--- config.mk ---
export PLATFORM = sky130hd
export DESIGN_NAME = std_fp_acc_pipe
export DESIGN_NICKNAME = d
export VERILOG_FILES = /design/src/rtl/fp_acc_pkg.sv /design/src/rtl/std_fp_sat_trunc.sv /design/src/rtl/std_fp_acc_pipe.sv
export SDC_FILE = /design/constraint.sdc
export NUM_CORES = 1
export LEC_CHECK = 0
export ABC_CLOCK_PERIOD_IN_PS = 8350
export BUFFER_PORTS_ARGS = -buffer_cell sky130_fd_sc_hd__buf_2
export CORE_MARGIN = 2
export CORE_UTILIZATION = 60
export DETAILED_ROUTE_END_ITERATION = 6
export PLACE_DENSITY = 0.83
export SETUP_SLACK_MARGIN = 0.2
export SLEW_MARGIN = 15
export SYNTH_ARGS = -nofsm -noshare
export SYNTH_HDL_FRONTEND = slang
export SYNTH_SLANG_ARGS = --single-unit
--- constraint.sdc ---
create_clock -name clk -period 8.35 [get_ports clk]
set_input_delay 1.2525 -clock clk [delete_from_list [all_inputs] [get_ports clk]]
set_output_delay 1.2525 -clock clk [all_outputs]
set_load 0.01 [all_outputs]
--- src/rtl/fp_acc_pkg.sv ---
// Shared types and helpers for the fixed-point accumulator pipeline stages.
package fp_acc_pkg;

  typedef enum logic [1:0] {
    IDLE = 2'd0,
    ACC  = 2'd1,
    DONE = 2'd2
  } acc_state_t;

  // The count must be able to hold LEN itself, because it keeps that value after completion.
  function automatic int cnt_width(input int len);
    return (len < 1) ? 1 : $clog2(len + 1);
  endfunction

endpackage

--- src/rtl/std_fp_sat_trunc.sv ---
// Narrows a guard-extended fixed-point value to WIDTH bits and flags any loss of high bits.
// Build option FP_ACC_SATURATE_EN: when defined, an overflowing value clamps to all ones instead of wrapping.
module std_fp_sat_trunc #(
  parameter int WIDTH = 32,
  parameter int ACC_W = 36
) (
  input  logic [ACC_W-1:0] acc,
  output logic [WIDTH-1:0] value,
  output logic             overflow
);

  if (ACC_W < WIDTH) begin : g_bad_width
    $error("std_fp_sat_trunc: ACC_W (%0d) must be >= WIDTH (%0d)", ACC_W, WIDTH);
  end

  // With no guard bits, nothing can be lost, so overflow is constant zero.
  if (ACC_W > WIDTH) begin : g_guard
    assign overflow = |acc[ACC_W-1:WIDTH];
  end else begin : g_no_guard
    assign overflow = 1'b0;
  end

`ifdef FP_ACC_SATURATE_EN
  assign value = overflow ? '1 : acc[WIDTH-1:0];
`else
  assign value = acc[WIDTH-1:0];
`endif

endmodule

--- src/rtl/std_fp_acc_pipe.sv ---
// Unsigned fixed-point accumulator: sums LEN terms under a go/done handshake and returns one WIDTH-bit result.
// Build option FP_ACC_SATURATE_EN selects saturating output (see std_fp_sat_trunc); the default build wraps.
module std_fp_acc_pipe
  import fp_acc_pkg::*;
#(
  parameter  int WIDTH      = 32,
  parameter  int INT_WIDTH  = 16,
  parameter  int FRAC_WIDTH = 16,
  parameter  int LEN        = 8,
  parameter  int GUARD      = 4,
  localparam int CNT_W      = cnt_width(LEN)
) (
  input  logic             clk,
  input  logic             reset,
  input  logic             go,
  input  logic [WIDTH-1:0] in,
  input  logic             in_valid,
  output logic             in_ready,
  output logic [CNT_W-1:0] count,
  output logic [WIDTH-1:0] out,
  output logic             overflow,
  output logic             done
);

  localparam int ACC_W = WIDTH + GUARD;

  if (INT_WIDTH + FRAC_WIDTH != WIDTH) begin : g_bad_format
    $error("std_fp_acc_pipe: INT_WIDTH+FRAC_WIDTH (%0d) != WIDTH (%0d)", INT_WIDTH + FRAC_WIDTH, WIDTH);
  end
  if (LEN < 1) begin : g_bad_len
    $error("std_fp_acc_pipe: LEN (%0d) must be >= 1", LEN);
  end
  if (GUARD < $clog2(LEN)) begin : g_bad_guard
    $error("std_fp_acc_pipe: GUARD (%0d) < clog2(LEN) (%0d), accumulator could wrap", GUARD, $clog2(LEN));
  end

  acc_state_t       state;
  logic [ACC_W-1:0] acc;
  logic [ACC_W-1:0] acc_sum;
  logic             beat;
  logic             last_beat;
  logic [WIDTH-1:0] final_value;
  logic             final_overflow;

  assign in_ready  = (state == ACC);
  assign beat      = in_valid && in_ready;
  assign last_beat = beat && (count == CNT_W'(LEN - 1));
  assign acc_sum   = acc + ACC_W'(in);

  // The result is formed from acc_sum, so the final term is included on the same edge it is accepted.
  std_fp_sat_trunc #(
    .WIDTH (WIDTH),
    .ACC_W (ACC_W)
  ) u_sat_trunc (
    .acc      (acc_sum),
    .value    (final_value),
    .overflow (final_overflow)
  );

  // NOTE: clocked state uses non-blocking assignments only, so every branch reads pre-edge values.
  always_ff @(posedge clk or posedge reset) begin
    if (reset) begin
      state    <= IDLE;
      acc      <= '0;
      count    <= '0;
      out      <= '0;
      overflow <= 1'b0;
      done     <= 1'b0;
    end else begin
      done <= 1'b0;
      unique case (state)
        IDLE: begin
          if (go) begin
            acc   <= '0;
            count <= '0;
            state <= ACC;
          end
        end
        ACC: begin
          // Abort wins over a coincident beat; acc/count are cleared on the next start anyway.
          if (!go) begin
            state <= IDLE;
          end else if (beat) begin
            acc   <= acc_sum;
            count <= count + 1'b1;
            if (last_beat) begin
              out      <= final_value;
              overflow <= final_overflow;
              done     <= 1'b1;
              state    <= DONE;
            end
          end
        end
        DONE: begin
          state <= IDLE;
        end
        default: begin
          state <= IDLE;
        end
      endcase
    end
  end

endmodule

==> results_dict.tcl, run 1 <==
set metrics [dict create \
    cp-end-kind "flip-flop" \
    diodes 0 \
    switching_share_pct 36.40 \
    synthCells 513 \
    grt_use_total_pct 28.15 \
    synth_cell_type_count 59 \
    relSlewSlack_pct 31.93 \
    path_max_fanout 4 \
    drv_cap 0 \
    yosys_most_used_dff "dfrtp_1" \
    cts_max_path_buffers 2 \
    async_reset_ff_share_pct 100.0 \
    place_ws_ps 4336 \
    hold_viol_final 0 \
    pin_count 75 \
    p_comb_share_pct 36.1 \
    dp_hpwl_um 8054 \
    clk_latency_ps 360 \
    post_dp_cell_area_um2 5228 \
    rsz0062_at_grt "false" \
    drt-initial-drc-count 317 \
    area_delta_synth_final_pct 13.95 \
    die_x_um 93.18 \
    postLayoutCellArea_um2 5438 \
    drt_wl_total_um 11590 \
    post-place-cells 674 \
    cts-resized-gates 0 \
    cp_data_required_time_ps 8600 \
    crit_type "input pin to flip-flop" \
    fmax_ghz 0.2748 \
    utilization_pct 70.37 \
    yosys_warnings 0 \
    synth_nets 583 \
    power_frac_clock_pct 26.6 \
    period_share_pct 43.57 \
    syn_area_per_cell_um2 9.302 \
    firstDrtPassIters 5 \
    timing.critical_path.arrival_ps 3890 \
    cts-buffers-inserted 9 \
    power.leakage_nw 2.870 \
    dieArea_um2 8683 \
    h-tree-depth 3 \
    gp_congestion 0.9649 \
    io_buffers 74 \
    stdcell_count 690 \
    rows 32 \
    final_common_cell "nand2_1" \
    grt_pass1_wl_um 19540 \
    core_area_um2 7727 \
    ant_nets 0 \
    route.vias.total 4222 \
    ys_ff_latch 76 \
    period_minus_slack_ps 3638 \
    antenna_found_initial 0 \
    vdd_drop_max_mv 0.1146 \
    final_cell_mix "nand2_1, dfrtp_1, buf_2" \
    die_y_um 93.18 \
    p_int_uw 719.6 \
    worst_pin_slew_ps 1019 \
    wl_per_cell_um 16.80 \
    clk_pin_slew_ps 90 \
    nets 653 \
    via_per_inst 6.119 \
    ys_seq_area_share_pct 39.85 \
    overflow 0 \
    drc 0 \
    start_util_pct 61.76 \
    grt_pass1_vias 4239 \
    clock_sinks 76 \
    syn_area_um2 4772 \
    setup-tns-final_ps 0 \
    final_max_slew_viol_count 0 \
    whs_ps 471.2 \
    powerDensity_nw_per_um2 208.1 \
    cts_root_buffer "clkbuf_8" \
    power_switching_uw 411.9 \
    drive_gt1_share_pct 20.58 \
    grt_max_degree 77 \
    synth_edf_count 0 \
    worstHoldPathType "flip-flop to flip-flop" \
    status "finished clean" \
    setup_viol 0 \
    fin_skew_ps 11.52 \
    postLayoutSetupSlackWorst_ps 4712 \
    post_cts_buffers 0 \
    start_kind "input pin" \
    total_power_mw 1.132 \
    p_seq_share_pct 37.4 \
    hold_buffers 0 \
    cts_tree "yes" \
]
## path summary, 6_finish.rpt
| path | startpoint | endpoint | slack (ps) | cells after the start |
|---|---|---|---|---|
| min in group asynchronous | reset | out[1] | 1170 | 3 |
| worst min-delay path | out[12] | out[12] | 470 | 2 |
| max in group asynchronous | reset | acc[22] | 6550 | 3 |
| worst max-delay path | in[0] | out[28] | 4710 | 11 |
| worst min register to register | out[12] | out[12] | 470 | 2 |
| worst max register to register | acc[0] | out[28] | 5330 | 10 |
## cell usage after synthesis (9+ instances only)
cell | n | share of area (%)
inv_1 | 11 | 0.87
dfrtp_1 | 76 | 40
mux2_2 | 11 | 2.6
a21oi_1 | 41 | 4.3
xnor2_1 | 21 | 3.9
clkbuf_1 | 14 | 1.1
nand2_1 | 92 | 7.2
o21ai_0 | 20 | 2.1
a21o_1 | 16 | 2.5
a22o_1 | 30 | 5.5
xor2_1 | 9 | 1.7
ha_1 | 33 | 8.7
nand3_1 | 11 | 1.2
nor2_1 | 21 | 1.7
## power groups by stage
stage               Clock (mW)  Combinational [mW]  Sequential, mW
floorplan                    0               0.309           0.426
global placement             0               0.382           0.427
detailed placement           0               0.397           0.429
CTS                      0.303               0.403           0.422
global route             0.318               0.451           0.427
finish                   0.301               0.408           0.423
## worst max-delay path, stage by stage
cell and delay, ps:
buf_2 100, ha_1 240, fa_1 440, a211oi_1 230
o21ai_1 160, o21ai_1 260, nand3_2 150, a41oi_1 410
o31ai_1 180, xnor2_1 190, mux2_2 280
## per-layer routing
metal	GRT usage [%]	share of wire [%]	vias to the layer above
met5	0	0	-
met4	9.069	1.6	0
met3	4.593	5.8	23
met2	46.92	48	161
met1	37.75	45	2036
li1	-	-	2002
## layout make-up
cell class	instances	area, um^2
timing repair buffer	78	400.4
inverter	12	45.04
tap	102	127.6
sequential	76	1902
clock buffer	11	151.4
fill	622	2290
clock inverter	5	58.81
multi-input combinational	406	2753
## state kept, by name (all words and copies together), names as in the netlist
signal    cells
acc          36
out          32
count         4
state         2
done          1
overflow      1
## logic make-up after synthesis
group	Yosys count	share of synthesized area, %
AO/OA/AOI/OAI	158	23.44
XOR/XNOR	30	5.506
flip-flops	76	39.85
adder cells (fa/ha/maj)	34	9.072
AND/OR/NAND/NOR	169	16.15
multiplexers	15	3.435
buffers and inverters	31	2.543
Note: power is estimated with default switching activity, not from simulation.
==> run 2: changes to the inputs <==
--- a/config.mk
+++ b/config.mk
@@ -5,12 +5,12 @@
 export SDC_FILE = /design/constraint.sdc
 export NUM_CORES = 1
 export LEC_CHECK = 0
-export ABC_CLOCK_PERIOD_IN_PS = 8350
+export ABC_CLOCK_PERIOD_IN_PS = 3650
 export BUFFER_PORTS_ARGS = -buffer_cell sky130_fd_sc_hd__buf_2
 export CORE_MARGIN = 2
-export CORE_UTILIZATION = 60
+export CORE_UTILIZATION = 57
 export DETAILED_ROUTE_END_ITERATION = 6
-export PLACE_DENSITY = 0.83
+export PLACE_DENSITY = 0.79
 export SETUP_SLACK_MARGIN = 0.2
 export SLEW_MARGIN = 15
 export SYNTH_ARGS = -nofsm -noshare
==> constraint.sdc (replaced) <==
create_clock -name clk -period 3.65 [get_ports clk]
set_input_delay 0.5475 -clock clk [delete_from_list [all_inputs] [get_ports clk]]
set_output_delay 0.5475 -clock clk [all_outputs]
set_load 0.01 [all_outputs]
==> results_dict.tcl, run 2 (same netlist as run 1, synthesis figures left out) <==
set metrics [dict create \
    cts-resized-gates 0 \
    start_kind "flip-flop" \
    period_minus_slack_ps 3021 \
    fin_skew_ps 8.285 \
    grt_use_total_pct 26.49 \
    antenna_found_initial 0 \
    crit_chain "ha_1, fa_1, a211oi_1, o21ai_1, o21ai_1, nand3_2, a41oi_1, o31ai_1, xnor2_1, mux2_2" \
    final_max_slew_viol_count 0 \
    hold_viol_final 0 \
    vdd_drop_max_mv 0.2136 \
    ant_nets 0 \
    dp_hpwl_um 8266 \
    drive_gt1_share_pct 20.68 \
    reg2reg_slack_ps 630 \
    timing.critical_path.arrival_ps 3260 \
    rsz0062_at_grt "false" \
    period_share_pct 82.77 \
    path_max_fanout 4 \
    top_regs "acc x36, out x32, count x4" \
    grt_pass1_vias 4038 \
    total_power_mw 2.469 \
    power.leakage_nw 2.867 \
    die_x_um 95.50 \
    switching_share_pct 37.12 \
    drt_wl_total_um 11510 \
    core_area_um2 8175 \
    drv_cap 0 \
    firstDrtPassIters 5 \
    post-place-cells 680 \
    p_seq_share_pct 39.2 \
    cts_max_path_buffers 2 \
    grt_pass1_wl_um 18860 \
    hold_buffers 0 \
    crit_family "compound AO/OA/AOI/OAI gates" \
    drt-initial-drc-count 178 \
    area_delta_synth_final_pct 13.61 \
    worst_pin_slew_ps 521.8 \
    largest_reg_flops 36 \
    cts-buffers-inserted 9 \
    worstHoldPathType "input pin to async pin" \
    rows 33 \
    route.vias.total 4204 \
    postLayoutSetupSlackWorst_ps 628.9 \
    dieArea_um2 9120 \
    overflow 0 \
    drc 0 \
    p_int_mw 1.553 \
    start_util_pct 58.37 \
    power_switching_uw 916.8 \
    clk_pin_slew_ps 80 \
    final_cell_mix "nand2_1, dfrtp_1, buf_2" \
    setup_viol 0 \
    fmax_ghz 0.3310 \
    post_cts_buffers 0 \
    gp_congestion 0.9494 \
    cp_data_required_time_ps 3890 \
    status "finished clean" \
    wl_per_cell_um 16.56 \
    crit_type "flip-flop to flip-flop" \
    relSlewSlack_pct 65.16 \
    place_ws_ps 398.9 \
    via_per_inst 6.049 \
    max_stage_delay_ps 450 \
    nets 656 \
    pin_count 75 \
    final_common_cell "nand2_1" \
    critical_path.slowest_cell "fa_1" \
    setup-tns-final_ps 0 \
    power_frac_clock_pct 23.6 \
    diodes 0 \
    top_register "acc" \
    p_comb_share_pct 37.1 \
    powerDensity_nw_per_um2 455.5 \
    clk_latency_ps 350 \
    stdcell_count 695 \
    h-tree-depth 3 \
    crit_buf_inv 0 \
    die_y_um 95.50 \
    clock_sinks 76 \
    grt_max_degree 39 \
    cts_tree "yes" \
    cpMostUsedCell "o21ai_1" \
    io_buffers 74 \
    cts_root_buffer "clkbuf_8" \
    cp-end-kind "flip-flop" \
]
==> run 2: cell count changes in the layout (fill, tap and decap cells not counted) <==
cell	change
clkbuf_8	-1
inv_6	-1
clkinvlp_4	-1
buf_4	+3
bufinv_16	-1
clkbuf_1	+1
clkinv_2	+1
clkinv_4	+1
==> run 2: final timing paths <==
| check | start | end | cells after the start |
|---|---|---|---|
| worst max register to register | acc[0] | out[28] | 10 |
| worst max-delay path | acc[0] | out[28] | 10 |
| max in group asynchronous | reset | acc[12] | 3 |
| min in group clk | out[8] | out[8] | 2 |
| worst min-delay path | reset | count[1] | 2 |
| worst min register to register | out[8] | out[8] | 2 |
==> run 2: layout make-up <==
class | instances | area (um^2)
multi-input combinational | 406 | 2753
sequential | 76 | 1902
clock buffer | 11 | 141.4
fill | 706 | 2754
clock inverter | 4 | 26.28
inverter | 12 | 45.04
timing repair buffer | 81 | 422.9
tap | 105 | 131.4
==> run 2: worst register-to-register path, cell delays in order, from the launching register on <==
cell      delay (ps)
dfrtp_1          380
ha_1             230
fa_1             450
a211oi_1         250
o21ai_1          160
o21ai_1          320
nand3_2          160
a41oi_1          360
o31ai_1          150
xnor2_1          160
mux2_2           280
==> run 2: metal layers <==
layer	vias up	GRT usage (%)	wire length [um]
met1	2018	36.24	5371
met4	0	7.857	197
met5	-	0	0
met2	144	42.78	5232
li1	2020	-	-
met3	22	5.217	705
==> run 2: power groups by stage <==
stage          Combinational, mW  Clock, mW  Sequential (mW)
2_1_floorplan              0.708          0            0.974
3_5_place_dp               0.900          0            0.982
4_1_cts                    0.909      0.591            0.968
3_3_place_gp               0.876          0            0.979
6_report                   0.917      0.584            0.968
5_1_grt                     1.02      0.629            0.978
==> run 2: stage by stage <==
step                area, um^2  hold WS, ps  util [%]
floorplan                 4772        453.0         -
global placement          5254        453.0     64.26
detailed placement        5254        456.9     64.26
CTS                       5421        243.2     66.31
global route              5421        270.6     66.31
finish                    5421        220.6     66.31
==> run 3: changes to the inputs <==
--- a/config.mk
+++ b/config.mk
@@ -5,12 +5,12 @@
 export SDC_FILE = /design/constraint.sdc
 export NUM_CORES = 1
 export LEC_CHECK = 0
-export ABC_CLOCK_PERIOD_IN_PS = 3650
+export ABC_CLOCK_PERIOD_IN_PS = 2550
 export BUFFER_PORTS_ARGS = -buffer_cell sky130_fd_sc_hd__buf_2
 export CORE_MARGIN = 2
-export CORE_UTILIZATION = 57
+export CORE_UTILIZATION = 52
 export DETAILED_ROUTE_END_ITERATION = 6
-export PLACE_DENSITY = 0.79
+export PLACE_DENSITY = 0.76
 export SETUP_SLACK_MARGIN = 0.2
 export SLEW_MARGIN = 15
 export SYNTH_ARGS = -nofsm -noshare
==> constraint.sdc (replaced) <==
create_clock -name clk -period 2.55 [get_ports clk]
set_input_delay 0.3825 -clock clk [delete_from_list [all_inputs] [get_ports clk]]
set_output_delay 0.3825 -clock clk [all_outputs]
set_load 0.01 [all_outputs]
==> results_dict.tcl, run 3 (same netlist as run 1, synthesis figures left out) <==
set metrics [dict create \
    hold_viol_final 0 \
    cts_max_path_buffers 2 \
    final_common_cell "nand2_1" \
    setup_viol 3 \
    top_regs "acc x36, out x32, count x4" \
    violations "setup timing" \
    postLayoutCellArea_um2 6467 \
    powerDensity_nw_per_um2 674.2 \
    period_share_pct 102.2 \
    largest_reg_flops 36 \
    reg2reg_slack_ps -60 \
    status "finished, violations left" \
    diodes 0 \
    start_kind "flip-flop" \
    worst_pin_slew_ps 848.3 \
    start_util_pct 54.19 \
    final_max_slew_viol_count 0 \
    power.leakage_nw 3.228 \
    grt_max_degree 77 \
    cp_data_required_time_ps 2800 \
    utilization_pct 73.44 \
    rr_startpoint "acc[0]" \
    post-place-cells 724 \
    pin_count 75 \
    critPathLaunch "acc[0]" \
    total_power_mw 4.360 \
    crit_family "compound AO/OA/AOI/OAI gates" \
    r2r_cells 10 \
    critical_path.slowest_cell "dfrtp_1" \
    drc 0 \
    grt_pass1_wl_um 21780 \
    hold_buffers 0 \
    clk_latency_ps 370 \
    period_minus_slack_ps 2606 \
    cts_root_buffer "clkbuf_8" \
    grt_use_total_pct 27.26 \
    nets 709 \
    ant_nets 0 \
    die_y_um 99.80 \
    path_max_fanout 5 \
    r2r_end "acc[30]" \
    via_per_inst 6.055 \
    rsz0062_at_grt "true" \
    drive_gt1_share_pct 37.89 \
    timing.critical_path.arrival_ps 2850 \
    whs_ps 87.75 \
    max_stage_delay_ps 410 \
    cp-end-kind "flip-flop" \
    worstHoldPathType "input pin to async pin" \
    fin_skew_ps 10.95 \
    dieArea_um2 9959 \
    crit_chain "ha_4, fa_2, a211oi_2, o21ai_2, o21ai_2, nand3_2, a41o_4, a21oi_4, nor4_2, or3_1" \
    wl_per_cell_um 18.32 \
    stdcell_count 752 \
    drv_cap 0 \
    cts_tree "yes" \
    clock_sinks 76 \
    drt-initial-drc-count 243 \
    postLayoutSetupSlackWorst_ps -56.07 \
    io_buffers 74 \
    clk_pin_slew_ps 90 \
    place_ws_ps -163.1 \
    gp_congestion 0.9791 \
    h-tree-depth 3 \
    grt_pass1_vias 4456 \
    core_area_um2 8806 \
    overflow 0 \
    setup-tns-final_ps -140.4 \
    final_cell_mix "nand2_1, dfrtp_1, buf_2" \
    dp_hpwl_um 8812 \
    area_delta_synth_final_pct 35.53 \
    vdd_drop_max_mv 0.3893 \
    fmax_ghz 0.3837 \
    rows 34 \
    die_x_um 99.80 \
    relSlewSlack_pct 43.45 \
    route.vias.total 4553 \
    cpMostUsedCell "o21ai_2" \
    cts-buffers-inserted 9 \
    crit_type "flip-flop to flip-flop" \
    crit_buf_inv 0 \
    drt_wl_total_um 13780 \
    antenna_found_initial 0 \
    top_register "acc" \
    post_dp_cell_area_um2 5634 \
    firstDrtPassIters 5 \
]
==> run 3: cell count changes in the layout (fill, tap and decap cells not counted), moves of 4 or more <==
cell	before	now
buf_4	7	54
ha_1	33	14
ha_4	0	16
a21oi_1	41	26
o21ai_2	4	8
mux2_2	11	4
xnor2_2	0	4
o21ai_0	19	14
xnor2_1	21	16
mux2_4	0	7
a21oi_2	0	13
==> run 3: per-layer routing <==
| layer | share of wire (%) | up-vias | wire, um | global-route usage (%) |
|---|---|---|---|---|
| met3 | 4.6 | 34 | 631 | 4.039 |
| met4 | 2.0 | 0 | 278 | 9.589 |
| met2 | 51 | 158 | 6959 | 44.80 |
| met1 | 43 | 2245 | 5911 | 37.01 |
| li1 | - | 2116 | - | - |
| met5 | 0 | - | 0 | 0 |
==> run 3: how the worst max path moves through the flow <==
stage                          to  slack, ps  cells past startpoint
final                     acc[30]        -60                     10
after detailed placement  acc[30]       -160                     11
after global routing      acc[30]       -150                     10
after floorplan           acc[30]        110                     10
after global placement    acc[30]       -110                     10
after CTS                 acc[30]        -40                     10
==> run 3: what timing repair did <==
item                                    4_1_cts  5_1_grt
endpoints found under the setup margin       32       43
pin swaps                                    29       22
buffers inserted                              8        4
resized for setup                            36       58
==> run 3: worst min-delay path, cell delays in order <==
cell and delay [ps]:
buf_2 100, inv_2 60, buf_12 330
==> run 3: power by group <==
group	switching [mW]	internal (mW)	leakage (nW)
clock network	0.493	0.551	0.102
logic	1.01	0.899	2.09
registers	0.0958	1.31	1.04
==> run 3: layout make-up <==
type	instances	area, um^2
multi-input combinational	406	3298
fill	617	2338
sequential	76	1903
timing repair buffer	134	869.6
tap	108	135.1
clock buffer	10	127.6
clock inverter	6	88.84
inverter	12	45.04
